$ cat src/rtl/tick_sched_pkg.sv
// Shared state encoding and helper functions for the tick scheduler.
package tick_sched_pkg;

   localparam logic [1:0] ST_IDLE  = 2'd0;
   localparam logic [1:0] ST_RUN   = 2'd1;
   localparam logic [1:0] ST_APPLY = 2'd2;

   // Widest counter the divisor helper handles.
   localparam int MAX_CNT_W = 64;

   function automatic int ch_width(input int num_ch);
      return (num_ch <= 2) ? 1 : $clog2(num_ch);
   endfunction

   // A zero divisor would never reach terminal count, so it runs as divide-by-one.
   function automatic logic [MAX_CNT_W-1:0] eff_div(input logic [MAX_CNT_W-1:0] div);
      return (div == '0) ? MAX_CNT_W'(1) : div;
   endfunction

endpackage

$ cat src/rtl/tick_scheduler_channel.sv
// One rate channel: holds its divisor/enable and produces a registered tick and toggle.
module tick_channel
   import tick_sched_pkg::*;
#(
   parameter int          CNT_W       = 32,
   parameter int unsigned DEFAULT_DIV = 50000000
)(
   input  logic             clk_i,
   input  logic             rst_i,
   input  logic             count_en,
   input  logic             load,
   input  logic [CNT_W-1:0] div,
   input  logic             en,
   output logic             tick,
   output logic             toggle
);

   logic [CNT_W-1:0]     div_q;
   logic [CNT_W-1:0]     cnt;
   logic                 en_q;
   logic [MAX_CNT_W-1:0] d_ext;
   logic                 terminal;

   assign d_ext    = eff_div(MAX_CNT_W'(div_q));
   assign terminal = (MAX_CNT_W'(cnt) == (d_ext - MAX_CNT_W'(1)));

   // A load outranks a coincident terminal count, so no tick escapes a reconfigure.
   always_ff @(posedge clk_i) begin
      if (!rst_i) begin
         div_q  <= CNT_W'(DEFAULT_DIV);
         en_q   <= 1'b1;
         cnt    <= '0;
         tick   <= 1'b0;
         toggle <= 1'b0;
      end else if (load) begin
         div_q  <= div;
         en_q   <= en;
         cnt    <= '0;
         tick   <= 1'b0;
         toggle <= 1'b0;
      end else if (count_en && en_q) begin
         if (terminal) begin
            cnt    <= '0;
            tick   <= 1'b1;
            toggle <= ~toggle;
         end else begin
            cnt  <= cnt + CNT_W'(1);
            tick <= 1'b0;
         end
      end else begin
         cnt  <= '0;
         tick <= 1'b0;
      end
   end

endmodule

$ cat src/rtl/tick_scheduler.sv
// Multi-channel clock-enable generator: run/idle FSM, config latch and channel decode.
//
// state | meaning
// IDLE  | counters held at 0, config port open
// RUN   | enabled channels count, config port open
// APPLY | one cycle: latched config written to its channel, port closed
module tick_scheduler
   import tick_sched_pkg::*;
#(
   parameter  int          NUM_CH      = 4,
   parameter  int          CNT_W       = 32,
   parameter  int unsigned DEFAULT_DIV = 50000000,
   localparam int          CH_W        = ch_width(NUM_CH)
)(
   input  logic              clk_i,
   input  logic              rst_i,
   input  logic              run_i,
   input  logic              cfg_valid_i,
   output logic              cfg_ready_o,
   input  logic [CH_W-1:0]   cfg_ch_i,
   input  logic [CNT_W-1:0]  cfg_div_i,
   input  logic              cfg_en_i,
   output logic [NUM_CH-1:0] tick_o,
   output logic [NUM_CH-1:0] toggle_o,
   output logic              busy_o
);

   logic [1:0]        state;
   logic [1:0]        state_nxt;
   logic              accept;
   logic              count_en;
   logic [CH_W-1:0]   ch_q;
   logic [CNT_W-1:0]  div_q;
   logic              en_q;
   logic [NUM_CH-1:0] load;

   // Ready drops while reset is asserted so nothing is accepted on a reset edge.
   assign cfg_ready_o = rst_i && (state != ST_APPLY);
   assign busy_o      = (state == ST_APPLY);
   assign accept      = cfg_valid_i && cfg_ready_o;
   assign count_en    = run_i && (state != ST_IDLE);

   always_comb begin
      state_nxt = state;
      case (state)
         ST_IDLE: begin
            if (accept)     state_nxt = ST_APPLY;
            else if (run_i) state_nxt = ST_RUN;
         end
         ST_RUN: begin
            if (accept)      state_nxt = ST_APPLY;
            else if (!run_i) state_nxt = ST_IDLE;
         end
         ST_APPLY: state_nxt = run_i ? ST_RUN : ST_IDLE;
         default:  state_nxt = ST_IDLE;
      endcase
   end

   always_ff @(posedge clk_i) begin
      if (!rst_i) state <= ST_IDLE;
      else        state <= state_nxt;
   end

   always_ff @(posedge clk_i) begin
      if (!rst_i) begin
         ch_q  <= '0;
         div_q <= '0;
         en_q  <= 1'b0;
      end else if (accept) begin
         ch_q  <= cfg_ch_i;
         div_q <= cfg_div_i;
         en_q  <= cfg_en_i;
      end
   end

   // Channel indices beyond NUM_CH match no slot, so such a config is a no-op.
   for (genvar i = 0; i < NUM_CH; i++) begin : g_ch
      assign load[i] = busy_o && (ch_q == CH_W'(i));

      tick_channel #(
         .CNT_W       (CNT_W),
         .DEFAULT_DIV (DEFAULT_DIV)
      ) u_ch (
         .clk_i    (clk_i),
         .rst_i    (rst_i),
         .count_en (count_en),
         .load     (load[i]),
         .div      (div_q),
         .en       (en_q),
         .tick     (tick_o[i]),
         .toggle   (toggle_o[i])
      );
   end

endmodule

$ cat config.mk
export PLATFORM = sky130hd
export DESIGN_NAME = tick_scheduler
export DESIGN_NICKNAME = d
export VERILOG_FILES = /design/src/rtl/tick_sched_pkg.sv /design/src/rtl/tick_scheduler_channel.sv /design/src/rtl/tick_scheduler.sv
export SDC_FILE = /design/constraint.sdc
export NUM_CORES = 1
export LEC_CHECK = 0
export BUFFER_PORTS_ARGS = -buffer_cell sky130_fd_sc_hd__buf_2
export CORE_MARGIN = 2
export CORE_UTILIZATION = 57
export DETAILED_ROUTE_END_ITERATION = 10
export PLACE_DENSITY_LB_ADDON = 0.2
export REMOVE_ABC_BUFFERS = 1
export SLEW_MARGIN = 20
export SYNTH_ARGS = -nofsm -noshare
export SYNTH_HDL_FRONTEND = slang
export SYNTH_SLANG_ARGS = --single-unit
$ cat constraint.sdc
create_clock -name clk_i -period 3.94 [get_ports clk_i]
set_input_delay 0.394 -clock clk_i [delete_from_list [all_inputs] [get_ports clk_i]]
set_output_delay 0.394 -clock clk_i [all_outputs]
set_load 0.01 [all_outputs]
Word level (Yosys, flattened, before mapping). Index checks and enable logic that the tools add are counted. Widths: inputs -> output; s select.

Bits in registers: 305. Output and inout bits: 10.

Add/subtract/negate cells: 8. Eq/ne operators: 12. Multiplexer cells: 14. Bitwise logic cells: 9. Reductions and logical operators: 35.

Operators with widths (number): $eq 32x64->1 (4); $sub 64x1->64 const B (4); $add 32x1->32 const B (4); $logic_not 32->1 (4); $mux 32 (4); $reduce_or 4->1 (4); $reduce_or 3->1 (4); $logic_and 1x1->1 (11); $reduce_and 2->1 (5); $not 1->1 (9); $mux 2 (4); $reduce_or 2->1 (4); $eq 2x2->1 const B (3); $ne 3x3->1 const B (2); $pmux 2 s3 (1); $mux 1 (5); $eq 2x1->1 const B (2); $logic_not 2->1 (2); $ne 2x2->1 const B (1); $reduce_bool 2->1 (1).

Longest topological paths before layout.
Depth after elaboration: 5. Depth in mapped cells: 17. Gate-level depth less buffers: 14.

Modules after synthesis. From an unflattened synthesis, not the netlist that was laid out.

Cell total of the unflattened synthesis: 1993. Area total of the unflattened synthesis: 17614.4 sq um.

By module, submodules not included: tick_channel (instances 4, cells each 456, area an instance 4017.6 sq um, seq. area each 1341.3 sq um); tick_scheduler (instances 1, cells each 169, area an instance 1544.0 sq um, seq. area each 740.7 sq um).

Worst setup path before layout. OpenSTA, ideal clock, no wires.

Path type: reg-to-reg. From: reg g_ch[3].u_ch.div_q[13]. To: reg g_ch[3].u_ch.toggle. Library setup time: 116 ps. Data arrival time: 4009 ps. Setup slack: -185 ps. Cell stages (with the launch flop): 16. Cell sequence: dfxtp_1 buf_6 or4_4 nor4_1 clkbuf_1 and3_1 nor2_1 ha_1 xor2_1 o211ai_1 a2111oi_0 nand4_1 a2111oi_0 o2111a_1 a31oi_1 o211a_1.

Cells in the longest elaborated chain, start to end: 5.

RTL lines: start, declared (line tick_scheduler_channel.sv:18) `logic [CNT_W-1:0] div_q;`; start signal, assigned (line tick_scheduler_channel.sv:30) `div_q <= CNT_W'(DEFAULT_DIV);`; start signal, assigned (line tick_scheduler_channel.sv:36) `div_q <= div;`; $logic_not 32->1 (line tick_sched_pkg.sv:17) `return (div == '0) ? MAX_CNT_W'(1) : div;`; $mux 32 (*) (line tick_sched_pkg.sv:17); $sub 64x1->64 (*) (line tick_scheduler_channel.sv:25) `assign terminal = (MAX_CNT_W'(cnt) == (d_ext - MAX_CNT_W'(1)));`; $eq 32x64->1 (*) (line tick_scheduler_channel.sv:25); $reduce_and 2->1 (no line) (*); end signal, assigned (line tick_scheduler_channel.sv:45) `toggle <= ~toggle;`; end, declared (line tick_scheduler_channel.sv:15) `output logic toggle`.

Every way passes the cells marked *; elsewhere a longest branch is shown, timed or not. A chain may end at the register's enable or synchronous reset.

Worst setup path after layout.
From: reg g_ch[2].u_ch.div_q[20]. To: reg g_ch[2].u_ch.tick.

Cells in the longest elaborated chain, start to end: 5.

RTL lines: start, declared (line tick_scheduler_channel.sv:18); start signal, assigned (line tick_scheduler_channel.sv:30); start signal, assigned (line tick_scheduler_channel.sv:36); $logic_not 32->1 (line tick_sched_pkg.sv:17); $mux 32 (*) (line tick_sched_pkg.sv:17); $sub 64x1->64 (*) (line tick_scheduler_channel.sv:25); $eq 32x64->1 (*) (line tick_scheduler_channel.sv:25); $mux 1 (*) (line tick_scheduler_channel.sv:42) `if (terminal) begin`; end signal, assigned (line tick_scheduler_channel.sv:33) `tick <= 1'b0;`; end signal, assigned (line tick_scheduler_channel.sv:44) `tick <= 1'b1;`; end signal, assigned (line tick_scheduler_channel.sv:48) `tick <= 1'b0;`; end, declared (line tick_scheduler_channel.sv:14) `output logic tick,`.

Marks and branches as above.

==> impl_metrics.csv <==
group,metric,value,unit
drt,wl_met3,3022,um
job,maxCapViolations,0,
drt,via_per_inst,5.952,
grt,overflow,0,
power_and_ir_drop,ir_drop,0.0003223,V
worst_setup_path,crit_chain,"nor4_2 -> buf_4 -> nand3_1 -> or3_4 -> nor4_4 -> ha_1 -> xnor2_1 -> or3_1 -> nor4b_2 -> nand4_1 -> or4_1 -> or4_1 -> nor2_1",
drt,met1_length,24020,um
cells_and_area,final_cell_count_no_fill,2805,
synth,synth_flop_cell,"dfxtp_1",
power_and_ir_drop,p_leak,7.430,nW
power_and_ir_drop,p_per_area,334.5,mW/mm2
timing,setup_violations,0,
grt,grt_pass1_wl,82430,um
floorplan,dieWidth,178.7,um
clocking,cts_tree,"yes",
synth,synth_edf_count,0,
worst_setup_path,arrival,4.30,ns
placement,dp.cells,2740,
drt,dr.max_layer_used,"met4",
clocking,clk_latency,0.52,ns
timing,max_freq,0.2600,GHz
placement,gp_congestion,0.9537,
clocking,cts_buffers,35,
worst_setup_path,required,4.39,ns
grt,antenna_found_initial,0,
clocking,clk_pin_slew,0.06,ns
floorplan,coreArea,0.02987,mm2
clocking,clk_path_buf_depth,3,
hold_path,hold_depth,3,
grt,grt_util_all_layers,0.3271,
timing,post-route-period-util,0.9763,
floorplan,rows,63,
drt,dr.first_iter.drc_count,1445,
synth,async_reset_ff_frac,0,
drt,drc,0,
worst_setup_path,crit_fanout,5,
worst_setup_path,r2r_cells,13,
timing,period_needed,3.847,ns
cells_and_area,nets,2444,
timing,drv_slew,0,
cells_and_area,n_antenna_cell,0,
worst_setup_path,cpMaxStageDelayCell,"or4_1",
worst_setup_path,critPathMaxStageDelay,0.51,ns
synth,synth_area_per_cell,7.788,um2
clocking,htreeDepth,2,
placement,dpl_cell_area,0.01915,mm2
synth,yosys_warnings,0,
drt,ant_nets,0,
worst_setup_path,cpMostUsedCell,"or4_1",
synth,synth.area.top_cells,"dfxtp_1 35%, nand2_1 9.3%, xor2_1 7.1%, xnor2_1 6.6%, nor3_1 4.2%",
worst_setup_path,setup.worst_path.class,"flip-flop to flip-flop",
timing,skew,0.01573,ns
synth,synth_cell_type_count,77,
synth,synth.most_common_cell,"nand2_1",
grt,grt_pass1_vias,15603,
placement,dpl.hpwl,39060,um
drt,wl_met2,24600,um
clocking,cts_root_buf,"clkbuf_16",
run_status,status,"finished, final reports clean",
timing,relSlewSlack,0.2887,
placement,io_buffer_count,48,
worst_setup_path,worstSetupEndpointType,"flip-flop",
synth,synth_area_leader_cell,"dfxtp_1",
synth,seq_area_frac_synth,0.3509,
floorplan,die_y,178.7,um
synth,synthesis.area,0.01740,mm2
timing,finalHoldWorstSlack,0.06232,ns
cells_and_area,num-fill-cells,2513,
drt,vias,16694,
floorplan,io-pin-count,49,
cells_and_area,drive_gt1_frac,0.1573,
synth,ys_seq_elements,305,
synth,yosys.area.top_type_share,0.3509,
drt,wl_per_cell,18.96,um
floorplan,die_area,0.03194,mm2
timing,finalHoldViolations,0,
cells_and_area,utilization,0.6892,
timing,worst_pin_slew,1.067,ns
worst_setup_path,start_kind,"flip-flop",
cells_and_area,final_area,0.02059,mm2
hold_path,min-delay-path-class,"input port to flip-flop",
cells_and_area,syn_to_final_growth,18.34,%
grt,grt_max_degree,99,
floorplan,start_util,0.5824,
drt,drt_first_pass_iters,6,
synth,synth_commonest_cells,"429 x nand2_1, 305 x dfxtp_1, 147 x nor3_1",
synth,synthCells,2234,
drt,drt-total-wl,53190,um
clocking,cts_sinks,305,
-- cell families (layout without fill, tap and decap cells) --
| group | after synthesis | after routing | share of synthesized area |
|---|---|---|---|
| buf+inv | 165 | 346 | 0.04005 |
| compound gates | 298 | 298 | 0.1207 |
| flops | 305 | 305 | 0.3509 |
| fa+ha+maj | 12 | 12 | 0.008629 |
| simple gates | 1167 | 1167 | 0.3342 |
| mux | 13 | 13 | 0.007551 |
| xor+xnor | 274 | 274 | 0.1379 |
-- metrics by stage --
step | power [mW] | worst slack (ns) | setup TNS (ns)
after global placement | 3.682 | 0.05285 | 0
after global routing | 7.078 | -0.02806 | -0.4665
final | 6.888 | 0.09327 | 0
after CTS | 6.904 | 0.007850 | 0
after detailed placement | 3.691 | -0.05136 | -0.08536
after floorplan | 3.463 | -0.6014 | -52.14
-- what timing repair did --
item / in CTS / in global routing
cloned: 0 / 2
resized for setup: 3 / 38
setup endpoints to repair: 4 / 136
pin swaps: 0 / 10
buffers inserted: 0 / 4
hold buffers: 0 / 0
hold endpoints to repair: 0 / 0
-- routing by layer --
metal  vias to the layer above  track usage
li1                       8179            -
met2                       536       0.5413
met4                         0       0.1084
met3                        98      0.03817
met1                      7881       0.4437
met5                         -            0
-- power breakdown --
part,internal (mW),switching [mW],leakage [nW]
clock,1.95,1.30,0.565
sequential,3.14,0.107,2.47
combinational,0.160,0.236,4.40
total,5.25,1.64,7.43
-- registers in the layout (all words and copies together) (netlist names) --
name              count
g_ch.u_ch.cnt       128
ch_q                  2
en_q                  1
g_ch.u_ch.div_q     128
state                 2
g_ch.u_ch.en_q        4
g_ch.u_ch.tick        4
g_ch.u_ch.toggle      4
div_q                32
-- layout by cell type (no fill, tap or decap), drive strengths merged, types with 61 or more instances in the layout --
master  instances
xnor2         132
nor2          133
nand2         429
o21ai          61
xor2          142
a21boi         83
nor3          149
nand3         133
buf           261
dfxtp         305
-- layout make-up --
| type | instances | area, um2 | share of cell area |
|---|---|---|---|
| Tap cell | 390 | 488.0 | 0.02370 |
| Sequential cell | 305 | 6106 | 0.2965 |
| Inverter | 25 | 93.84 | 0.004557 |
| Timing Repair Buffer | 262 | 1934 | 0.09394 |
| Clock inverter | 11 | 107.6 | 0.005226 |
| Clock buffer | 48 | 1027 | 0.04989 |
| Multi-Input combinational cell | 1764 | 10830 | 0.5262 |
-- critical path, delay by kind of cell, from the launching register on --
kind / cells / cell delay [ns]
xor+xnor: 1 / 0.15
fa+ha+maj: 1 / 0.27
buf+inv: 1 / 0.17
flops: 1 / 0.32
simple gates: 10 / 2.87
-- path summary, 6_finish.rpt --
| kind | from | to | slack, ns |
|---|---|---|---|
| setup / recovery | g_ch[2].u_ch.div_q[20]$_SDFFE_PN1P_ | g_ch[2].u_ch.tick$_SDFF_PP0_ | 0.09 |
| hold / removal | cfg_div_i[4] | div_q[4]$_SDFFE_PN0P_ | 0.06 |
| setup reg to reg | g_ch[2].u_ch.div_q[20]$_SDFFE_PN1P_ | g_ch[2].u_ch.tick$_SDFF_PP0_ | 0.09 |
| hold reg to reg | g_ch[0].u_ch.div_q[31]$_SDFFE_PN0P_ | g_ch[0].u_ch.div_q[31]$_SDFFE_PN0P_ | 0.48 |
Power figures use the tool's default switching activity.
